`src/rtl/mavg_pkg.sv`:
```
// Shared types and helpers for the moving-average FIR sequencer.
package mavg_pkg;

    // Default widths used by the sequencer and its surroundings.
    localparam int DEF_IN_DATA_WIDTH  = 16;
    localparam int DEF_OUT_DATA_WIDTH = 32;

    // Sequencer states: flush the filter, wait for a sample, wait for the
    // filter result, hold the result until downstream takes it.
    typedef enum logic [1:0] {
        ST_FLUSH = 2'd0,
        ST_IDLE  = 2'd1,
        ST_WAIT  = 2'd2,
        ST_HOLD  = 2'd3
    } state_t;

    // A factor of 0 is meaningless for an average, so it becomes 1; anything
    // beyond the filter's window depth is pinned to that depth.
    function automatic int unsigned clamp_factor(input int unsigned factor,
                                                 input int unsigned max_factor);
        if (factor == 0) begin
            return 1;
        end else if (factor > max_factor) begin
            return max_factor;
        end else begin
            return factor;
        end
    endfunction

endpackage

```
`src/rtl/mavg_timeout_counter.sv`:
```
// Loadable down-counter; expire is high while the count sits at zero.
// Loading N-1 therefore yields expire on the N-th cycle after the load.
module mavg_timeout_counter #(
    parameter int WIDTH = 8
) (
    input  logic             clk,
    input  logic             load,
    input  logic [WIDTH-1:0] load_value,
    output logic             expire
);

    logic [WIDTH-1:0] count_reg;

    // Load has priority; otherwise count down and rest at zero.
    always_ff @(posedge clk) begin
        if (load) begin
            count_reg <= load_value;
        end else if (count_reg != '0) begin
            count_reg <= count_reg - 1'b1;
        end
    end

    assign expire = (count_reg == '0);

endmodule

```
`src/rtl/mavg_fir_sequencer.sv`:
```
// Sequences a single moving-average FIR: one sample in flight, result held
// on a ready/valid output, factor changes applied by flushing the filter,
// and a timeout that recovers from a lost filter response.
module mavg_fir_sequencer
    import mavg_pkg::*;
#(
    parameter int IN_DATA_WIDTH  = DEF_IN_DATA_WIDTH,
    parameter int OUT_DATA_WIDTH = DEF_OUT_DATA_WIDTH,
    parameter int DEFAULT_FACTOR = 5,
    parameter int MAX_FACTOR     = 64,
    parameter int FLUSH_CYCLES   = 4,
    parameter int TIMEOUT_CYCLES = 255
) (
    input  logic                      clk,
    input  logic                      rst,
    input  logic [IN_DATA_WIDTH-1:0]  cfg_factor,
    input  logic                      cfg_update,
    output logic                      cfg_busy,
    input  logic                      s_valid,
    output logic                      s_ready,
    input  logic [IN_DATA_WIDTH-1:0]  s_data,
    output logic                      fir_rst,
    output logic [IN_DATA_WIDTH-1:0]  fir_mavg_factor,
    output logic                      fir_in_valid,
    output logic [IN_DATA_WIDTH-1:0]  fir_in_data,
    input  logic                      fir_out_valid,
    input  logic [OUT_DATA_WIDTH-1:0] fir_out_data,
    output logic                      m_valid,
    input  logic                      m_ready,
    output logic [OUT_DATA_WIDTH-1:0] m_data,
    output logic                      m_settled,
    output logic                      err_timeout
);

    localparam int MAX_CYCLES = (FLUSH_CYCLES > TIMEOUT_CYCLES) ? FLUSH_CYCLES : TIMEOUT_CYCLES;
    localparam int CNT_W      = $clog2(MAX_CYCLES + 1);
    localparam logic [CNT_W-1:0] FLUSH_LOAD   = CNT_W'(FLUSH_CYCLES - 1);
    localparam logic [CNT_W-1:0] TIMEOUT_LOAD = CNT_W'(TIMEOUT_CYCLES - 1);
    localparam logic [IN_DATA_WIDTH-1:0] DEFAULT_FACTOR_W = IN_DATA_WIDTH'(DEFAULT_FACTOR);

    state_t                     state_reg;
    state_t                     state_next;
    logic                       pending_reg;
    logic                       pending_next;
    logic [IN_DATA_WIDTH-1:0]   pending_factor_reg;
    logic [IN_DATA_WIDTH-1:0]   factor_reg;
    logic [IN_DATA_WIDTH-1:0]   settle_reg;
    logic [IN_DATA_WIDTH-1:0]   settle_inc;
    logic [IN_DATA_WIDTH-1:0]   clamped_factor;

    logic latch_factor;   // IDLE -> FLUSH with a pending factor
    logic accept;         // input handshake
    logic capture;        // filter result taken in WAIT
    logic timeout;        // filter result never arrived
    logic cnt_load;
    logic [CNT_W-1:0] cnt_value;
    logic cnt_expire;

    assign clamped_factor = IN_DATA_WIDTH'(clamp_factor(32'(cfg_factor), MAX_FACTOR));
    assign settle_inc     = settle_reg + 1'b1;

    // Next-state and event decode for the sequencer.
    always_comb begin
        state_next   = state_reg;
        latch_factor = 1'b0;
        accept       = 1'b0;
        capture      = 1'b0;
        timeout      = 1'b0;
        case (state_reg)
            ST_FLUSH: begin
                if (cnt_expire) state_next = ST_IDLE;
            end
            ST_IDLE: begin
                if (pending_reg) begin
                    latch_factor = 1'b1;
                    state_next   = ST_FLUSH;
                end else if (s_valid && s_ready) begin
                    accept     = 1'b1;
                    state_next = ST_WAIT;
                end
            end
            ST_WAIT: begin
                if (fir_out_valid) begin
                    capture    = 1'b1;
                    state_next = ST_HOLD;
                end else if (cnt_expire) begin
                    timeout    = 1'b1;
                    state_next = ST_FLUSH;
                end
            end
            ST_HOLD: begin
                if (m_ready) state_next = ST_IDLE;
            end
            default: state_next = ST_FLUSH;
        endcase

        // A strobe in the same cycle as the latch stays pending.
        if (cfg_update) begin
            pending_next = 1'b1;
        end else if (latch_factor) begin
            pending_next = 1'b0;
        end else begin
            pending_next = pending_reg;
        end
    end

    // One counter times both the flush hold and the response timeout.
    always_comb begin
        cnt_load  = 1'b0;
        cnt_value = FLUSH_LOAD;
        if (rst || latch_factor || timeout) begin
            cnt_load  = 1'b1;
            cnt_value = FLUSH_LOAD;
        end else if (accept) begin
            cnt_load  = 1'b1;
            cnt_value = TIMEOUT_LOAD;
        end
    end

    mavg_timeout_counter #(
        .WIDTH(CNT_W)
    ) u_counter (
        .clk        (clk),
        .load       (cnt_load),
        .load_value (cnt_value),
        .expire     (cnt_expire)
    );

    // Sequencer state and all registered outputs.
    always_ff @(posedge clk) begin
        if (rst) begin
            state_reg          <= ST_FLUSH;
            pending_reg        <= 1'b0;
            pending_factor_reg <= DEFAULT_FACTOR_W;
            factor_reg         <= DEFAULT_FACTOR_W;
            settle_reg         <= '0;
            s_ready            <= 1'b0;
            fir_in_valid       <= 1'b0;
            fir_in_data        <= '0;
            m_valid            <= 1'b0;
            m_data             <= '0;
            m_settled          <= 1'b0;
            err_timeout        <= 1'b0;
            cfg_busy           <= 1'b1;
        end else begin
            state_reg    <= state_next;
            pending_reg  <= pending_next;
            fir_in_valid <= accept;
            s_ready      <= (state_next == ST_IDLE) && !pending_next;
            cfg_busy     <= pending_next || (state_next == ST_FLUSH);

            if (cfg_update) pending_factor_reg <= clamped_factor;

            if (latch_factor) factor_reg <= pending_factor_reg;

            if (latch_factor || timeout) begin
                settle_reg <= '0;
            end else if (capture) begin
                settle_reg <= (settle_inc > factor_reg) ? factor_reg : settle_inc;
            end

            if (accept) fir_in_data <= s_data;

            if (capture) begin
                m_data    <= fir_out_data;
                m_valid   <= 1'b1;
                m_settled <= (settle_inc >= factor_reg);
            end else if (state_reg == ST_HOLD && m_ready) begin
                m_valid <= 1'b0;
            end

            if (timeout) err_timeout <= 1'b1;
        end
    end

    assign fir_mavg_factor = factor_reg;
    assign fir_rst         = rst || (state_reg == ST_FLUSH);

endmodule

```
`config.mk`:
```
export PLATFORM = sky130hd
export DESIGN_NAME = mavg_fir_sequencer
export DESIGN_NICKNAME = d
export VERILOG_FILES = /design/src/rtl/mavg_pkg.sv /design/src/rtl/mavg_timeout_counter.sv /design/src/rtl/mavg_fir_sequencer.sv
export SDC_FILE = /design/constraint.sdc
export NUM_CORES = 1
export LEC_CHECK = 0
export CORE_MARGIN = 8
export CORE_UTILIZATION = 48
export CTS_CLUSTER_DIAMETER = 100
export DETAILED_ROUTE_END_ITERATION = 12
export PLACE_DENSITY = 0.83
export SKIP_CTS_REPAIR_TIMING = 1
export SLEW_MARGIN = 30
export SYNTH_ARGS = -nofsm -noshare
export SYNTH_HDL_FRONTEND = slang
export SYNTH_SLANG_ARGS = --single-unit
```
`constraint.sdc`:
```
create_clock -name clk -period 3.6 [get_ports clk]
set_input_delay 0.54 -clock clk [delete_from_list [all_inputs] [get_ports clk]]
set_output_delay 0.54 -clock clk [all_outputs]
set_load 0.02 [all_outputs]
```
# Yosys cells after proc, flatten, opt, wreduce, memory -nomap -nowiden
# Index checks and enable logic that the tools add are counted.
# totals
reg_bits,113
# classes
add_sub_neg,2
n_lt_le_gt_ge,3
n_eq_ne,4
muxes,30
reduce_logical,17
# ops
op,count
two-way mux 16 bit,3
two-way mux 8 bit,4
"adder 16 x 1 -> 16 bit, second input constant",1
greater-or-equal comparator 16 bit,1
greater-than comparator 16 bit,1
"greater-than comparator 16 x 7 -> 1 bit, second input constant",1
logical NOT 16 bit,1
two-way mux 1 bit,16
two-way mux 2 bit,6
logical NOT 8 bit,1
case mux 2 bit (4 select lines),1
nonzero test 8 bit,1
"subtractor 8 x 1 -> 8 bit, second input constant",1
logical OR 1 bit,5
"== test 2 x 1 -> 1 bit, second input constant",2
"== test 2 bit, second input constant",2
logical NOT 2 bit,2
nonzero test 2 bit,2
logical AND 1 bit,3
OR reduction 2 bit,1
logical NOT 1 bit,1

# Logic depth before layout (Yosys ltp)
# depth
word_depth,7
depth_mapped,16
ltp_nobuf,12

# Cells and area by module
# A second synthesis with hierarchy kept.
# unflattened
cells_unflattened,639
area_unflattened_um2,5213.8
# by_module_without_submodules
module,instances,cells_each,area_per_inst_um2
mavg_fir_sequencer,1,589,4722.0
mavg_timeout_counter,1,50,491.7

# Worst setup path after synthesis
# Ideal clock, no wire load.
# synth_timing
path_kind,reg2reg
from,reg settle_reg[0]
to,reg settle_reg[4]
t_arrival_ns,3.218
t_required_ns,3.526
setup_slack_ns,0.307
stages_incl_launch_ff,15
period_less_slack_ns,3.293
cell_sequence,dfxtp_1 ha_1 nand3_2 or2_2 buf_2 nor3_1 xor2_1 ha_1 nand4_2 nor3_1 a2111oi_2 a31oi_2 buf_6 or4_1 a31oi_1
# synth_via
elab_chain_cells,3
# synth_lines
element,line_no,text
start: declaration,mavg_fir_sequencer.sv:47,logic [IN_DATA_WIDTH-1:0] settle_reg;
start signal: assignment,mavg_fir_sequencer.sv:159,settle_reg <= (settle_inc > factor_reg) ? factor_reg : settle_inc;
adder 16 x 1 -> 16 bit (*),mavg_fir_sequencer.sv:60,assign settle_inc = settle_reg + 1'b1;
greater-than comparator 16 bit,mavg_fir_sequencer.sv:159,
two-way mux 16 bit (*),mavg_fir_sequencer.sv:159,
# Mark *: on every way between the ends. The rest lies on a longest branch, timed or not.
# A chain may end at the register's enable or synchronous reset.

# Final worst setup path
# layout_timing
from,reg settle_reg[1]
to,reg settle_reg[5]
# The elaborated chain is that of the path after synthesis.

==> run summary <==
In this run, synthesis inferred 8 flip-flops with an integrated enable. The global-route wire length before repair was 24.0 mm. The cell area that synthesis handed to floorplanning was 5120 um2. After global routing, the most crowded layer is met2. In this run the power density over the cells is 510 nW/um2.

The endpoint of the worst hold path is fir_mavg_factor[7]$_SDFFE_PP0P_. After filler insertion, the fill cell instance count of the layout stands at 764. In this run the number of H-tree levels came out at 4. The last weighted congestion value of the routability-driven placer is 0.851, and the critical path's largest stage delay is 0.43 ns. The total setup violations reported at the end of the flow came out at 0. The dominant combinational cell family by area after synthesis is simple AND/OR/NAND/NOR gates. Across every metal layer, demand over resource in global routing totals 20.8%. For this run, the detailed router's first-pass iteration total came to 5. Along the worst path, the maximum fanout reaches 25. The final sum of negative setup slack is 0 ns, and the multiplexer area fraction after synthesis is 0.391%.

The clock latency on the worst-skew pair was 0.51 ns; the overall overflow remaining after global route was 0. In this run the core area contains 37 standard-cell rows. The logs give 0 for the number of antenna violations at the first check in global routing and 17 for the number of buffers added by the clock tree synthesis step.

The routed design has 14.9 mm of wire. Counting cells, the worst reg-to-reg path comes to 13. The number of nets handed over by synthesis was 716. From synthesis to final layout, the design area changed by 40.9%.

The first routing iteration left 255 violations. The top cell type by area accounts for 41.0% of the synthesized area. The detail route stage leaves a number of antenna-violating nets equal to 0.

The area share of xor/xnor cells in the synthesized design was 3.57%; the number of standard cells in the final layout excluding fillers was 904. The logs give 69.9% for the post-route core utilization and 10300 um2 for the core area. In this run the tightest slew margin relative to its limit is 43.0%. The final net count came out at 843. Leading area contributor after synthesis: sky130_fd_sc_hd__dfxtp_1.

Of all flip-flops after synthesis, the portion carrying an async set or reset was 0%. TritonCTS built the clock tree. For this run, global-route usage on met2 was measured as 35.1%. The count of buffers from port buffering works out to 140. The origin of the worst min-delay path is pending_factor_reg[7]$_SDFFE_PP0P_. The die covers 14200 um2. The number of antenna diodes in the final layout is 0. The tools report the worst setup slack for register-to-register paths as 0.07 ns. No sink is reached through more buffers than the 2 on the longest clock path. For the worst supply voltage drop on vdd, the log shows 0.319 mV. Reg-to-reg critical path endpoint: settle_reg[5]$_SDFFE_PP0P_. The worst path needs 3.53 ns of the cycle, external delays included. Across the routed clock network, the largest skew measured is 0.00683 ns. 141 I/O pins were placed.

The most frequent cell after synthesis was sky130_fd_sc_hd__nand2_1. Kind of path behind the tightest hold check: flop to flop. The synthesized-area fraction occupied by adder cells is 4.40%.

The timing-limited maximum frequency was 283 MHz; the share of synthesized cell area in and, or, nand and nor gates was 24.3%. In this run the critical register-to-register path is launched from settle_reg[1]$_SDFFE_PP0P_. Data on the critical path arrives at its endpoint at 3.96 ns. Traced cell by cell, the critical path runs through ha_4 -> nand3_2 -> or2_2 -> nor3_2 -> xor2_1 -> ha_1 -> nand4_2 -> nor3_1 -> a2111oi_2 -> a31oi_2 -> buf_12 -> or4_1 -> a31oi_1. Using the TritonRoute via totals, the vias-per-cell ratio works out to 5.40. The tools report the post-synthesis instance total as 628. The total power is 3.68 mW. The worst setup path is captured at a flop. Yosys printed 0 warnings. Entering global routing, the biggest net connects 58 pins.

The register with the most flip-flops in the final layout is m_data. Critical path required time: 4.03 ns. The worst path uses 98.1% of the clock period. The final count of pins violating max slew came out at 0. At the pin with the least slew margin, the transition time is 0.855 ns. Setup slack on the critical path of the routed design comes to 0.0698 ns. The HPWL after detailed placement came out at 10.6 mm. Once the floorplan was initialized, standard cells occupied 49.6% of the core. Counting instances, the worst hold path has a depth of 2. For the hold violation total from the final report, the log shows 0.

Measured along the x axis, the die boundary spans 119 um. Among all flip-flop cells after synthesis, the most frequent one is sky130_fd_sc_hd__dfxtp_1. Of the cells placed in the final design, the portion with a size suffix greater than 1 is 8.20%. Global routing used 22.1% of the available met1 tracks.

Share of the synthesized area in compound gates (AO/OA/AOI/OAI): 16.0%. In the post-synthesis netlist, the biggest area contributors are sky130_fd_sc_hd__dfxtp_1, sky130_fd_sc_hd__nand2_1, sky130_fd_sc_hd__a21oi_1. The register with the most flip-flops in the layout has 32 of them.

The tools report the setup slack after placement as -0.0541 ns. The routing usage on met3 came out at 9.45%. After synthesis, flip-flops and latches occupy 45.7% of the total area.

The clock drives 113 sinks. Cell type of the slowest stage on the worst timing path: sky130_fd_sc_hd__dfxtp_1. Number of remaining DRC errors: 0.

The tools report the CTS root buffer as sky130_fd_sc_hd__clkbuf_8. After synthesis, the most frequently instantiated cells are sky130_fd_sc_hd__nand2_1, sky130_fd_sc_hd__dfxtp_1, sky130_fd_sc_hd__a21oi_1, sky130_fd_sc_hd__clkbuf_1, sky130_fd_sc_hd__nor2_1. Synthesis inferred 113 register bits.

Worst setup path category: flop to flop. The cell count after placement was 872. The run finished with clean final reports. The number of different library cells in the post-synthesis netlist is 48, and the average cell area after synthesis is 8.15 um2. After clock tree synthesis, the clock-pin slew on the worst setup and hold paths is 0.06 ns. STA classifies the critical path startpoint as a flop. The detailed router placed 4881 vias in this run.

In this run the vertical extent of the chip is 119 um. For the number of global-route vias before repair, the log shows 4927. For this design the static power due to leakage is 2.67 nW. The average wire per standard cell is 16.5 um, and the number of violations of the max-capacitance limit is 0.
[area by class of cell]
class,count,area (um2),area share [%]
flip-flops and latches,113,2350,32.5
well taps,136,170,2.36
clock inverters,3,40.0,0.555
repair buffers,149,1480,20.5
clock buffers,29,549,7.61
multi-input cells,448,2540,35.1
inverters,26,97.6,1.35
[logic make-up (layout without fill, tap and decap cells)]
logic type	after synthesis	in the layout
AND/OR/NAND/NOR	267	267
AO/OA/AOI/OAI	141	141
flip-flops	113	113
buffers and inverters	67	207
XOR/XNOR	20	20
adder cells (fa/ha/maj)	18	18
multiplexers	2	2
[how the worst max path moves through the flow]
stage | from | end | cells past startpoint
3_3_place_gp | settle_reg[0]$_SDFFE_PP0P_ | settle_reg[3]$_SDFFE_PP0P_ | 13
2_1_floorplan | settle_reg[0]$_SDFFE_PP0P_ | settle_reg[4]$_SDFFE_PP0P_ | 14
4_1_cts | settle_reg[0]$_SDFFE_PP0P_ | settle_reg[5]$_SDFFE_PP0P_ | 13
3_5_place_dp | settle_reg[0]$_SDFFE_PP0P_ | settle_reg[5]$_SDFFE_PP0P_ | 13
5_1_grt | settle_reg[7]$_SDFFE_PP0P_ | settle_reg[4]$_SDFFE_PP0P_ | 12
6_report | settle_reg[1]$_SDFFE_PP0P_ | settle_reg[5]$_SDFFE_PP0P_ | 13
[layer usage]
layer | up-vias | part of all wire (%)
met3 | 30 | 11
met2 | 213 | 48
met5 | - | 0
met1 | 2253 | 39
li1 | 2385 | -
met4 | 0 | 2.1
[worst max-delay path, delay by kind of cell (launching register included)]
| family | cells | cell delay [ns] |
|---|---|---|
| AOI/OAI and AO/OA | 3 | 0.80 |
| buffers and inverters | 1 | 0.20 |
| DFF | 1 | 0.43 |
| and+or+nand+nor | 6 | 1.26 |
| xor gates and xnor gates | 1 | 0.25 |
| adders and majority gates | 2 | 0.48 |
[stage by stage]
step	area, um2	hold slack [ns]
floorplan	5120	0.427
global placement	6590	0.436
detailed placement	6590	0.437
CTS	7180	0.448
global route	7220	0.454
finish	7220	0.447
[layout by cell type, fill, tap and decap left out, types with 5 or more instances in the layout]
cell and count:
sky130_fd_sc_hd__nand2_1 151, sky130_fd_sc_hd__clkdlybuf4s50_1 139, sky130_fd_sc_hd__dfxtp_1 101, sky130_fd_sc_hd__a21oi_1 87, sky130_fd_sc_hd__nor2_1 27, sky130_fd_sc_hd__inv_1 26
sky130_fd_sc_hd__and2_1 17, sky130_fd_sc_hd__ha_1 17, sky130_fd_sc_hd__clkbuf_16 16, sky130_fd_sc_hd__nand3_1 14, sky130_fd_sc_hd__o21ai_0 14, sky130_fd_sc_hd__a31oi_1 13
sky130_fd_sc_hd__xnor2_1 11, sky130_fd_sc_hd__clkbuf_8 10, sky130_fd_sc_hd__xor2_1 8, sky130_fd_sc_hd__buf_4 8, sky130_fd_sc_hd__edfxtp_1 8, sky130_fd_sc_hd__nand4_1 5
sky130_fd_sc_hd__or2_2 5, sky130_fd_sc_hd__nor4_1 5, sky130_fd_sc_hd__or4_1 5, sky130_fd_sc_hd__nand3b_1 5
[where the power goes]
group,switching [mW],total [mW],internal [mW],leakage [nW]
Clock,0.539,1.62,1.08,0.295
Sequential,0.0641,1.40,1.33,0.941
Combinational,0.361,0.667,0.307,1.43
Total,0.964,3.68,2.72,2.67
Note: power is estimated with default switching activity, not from simulation.
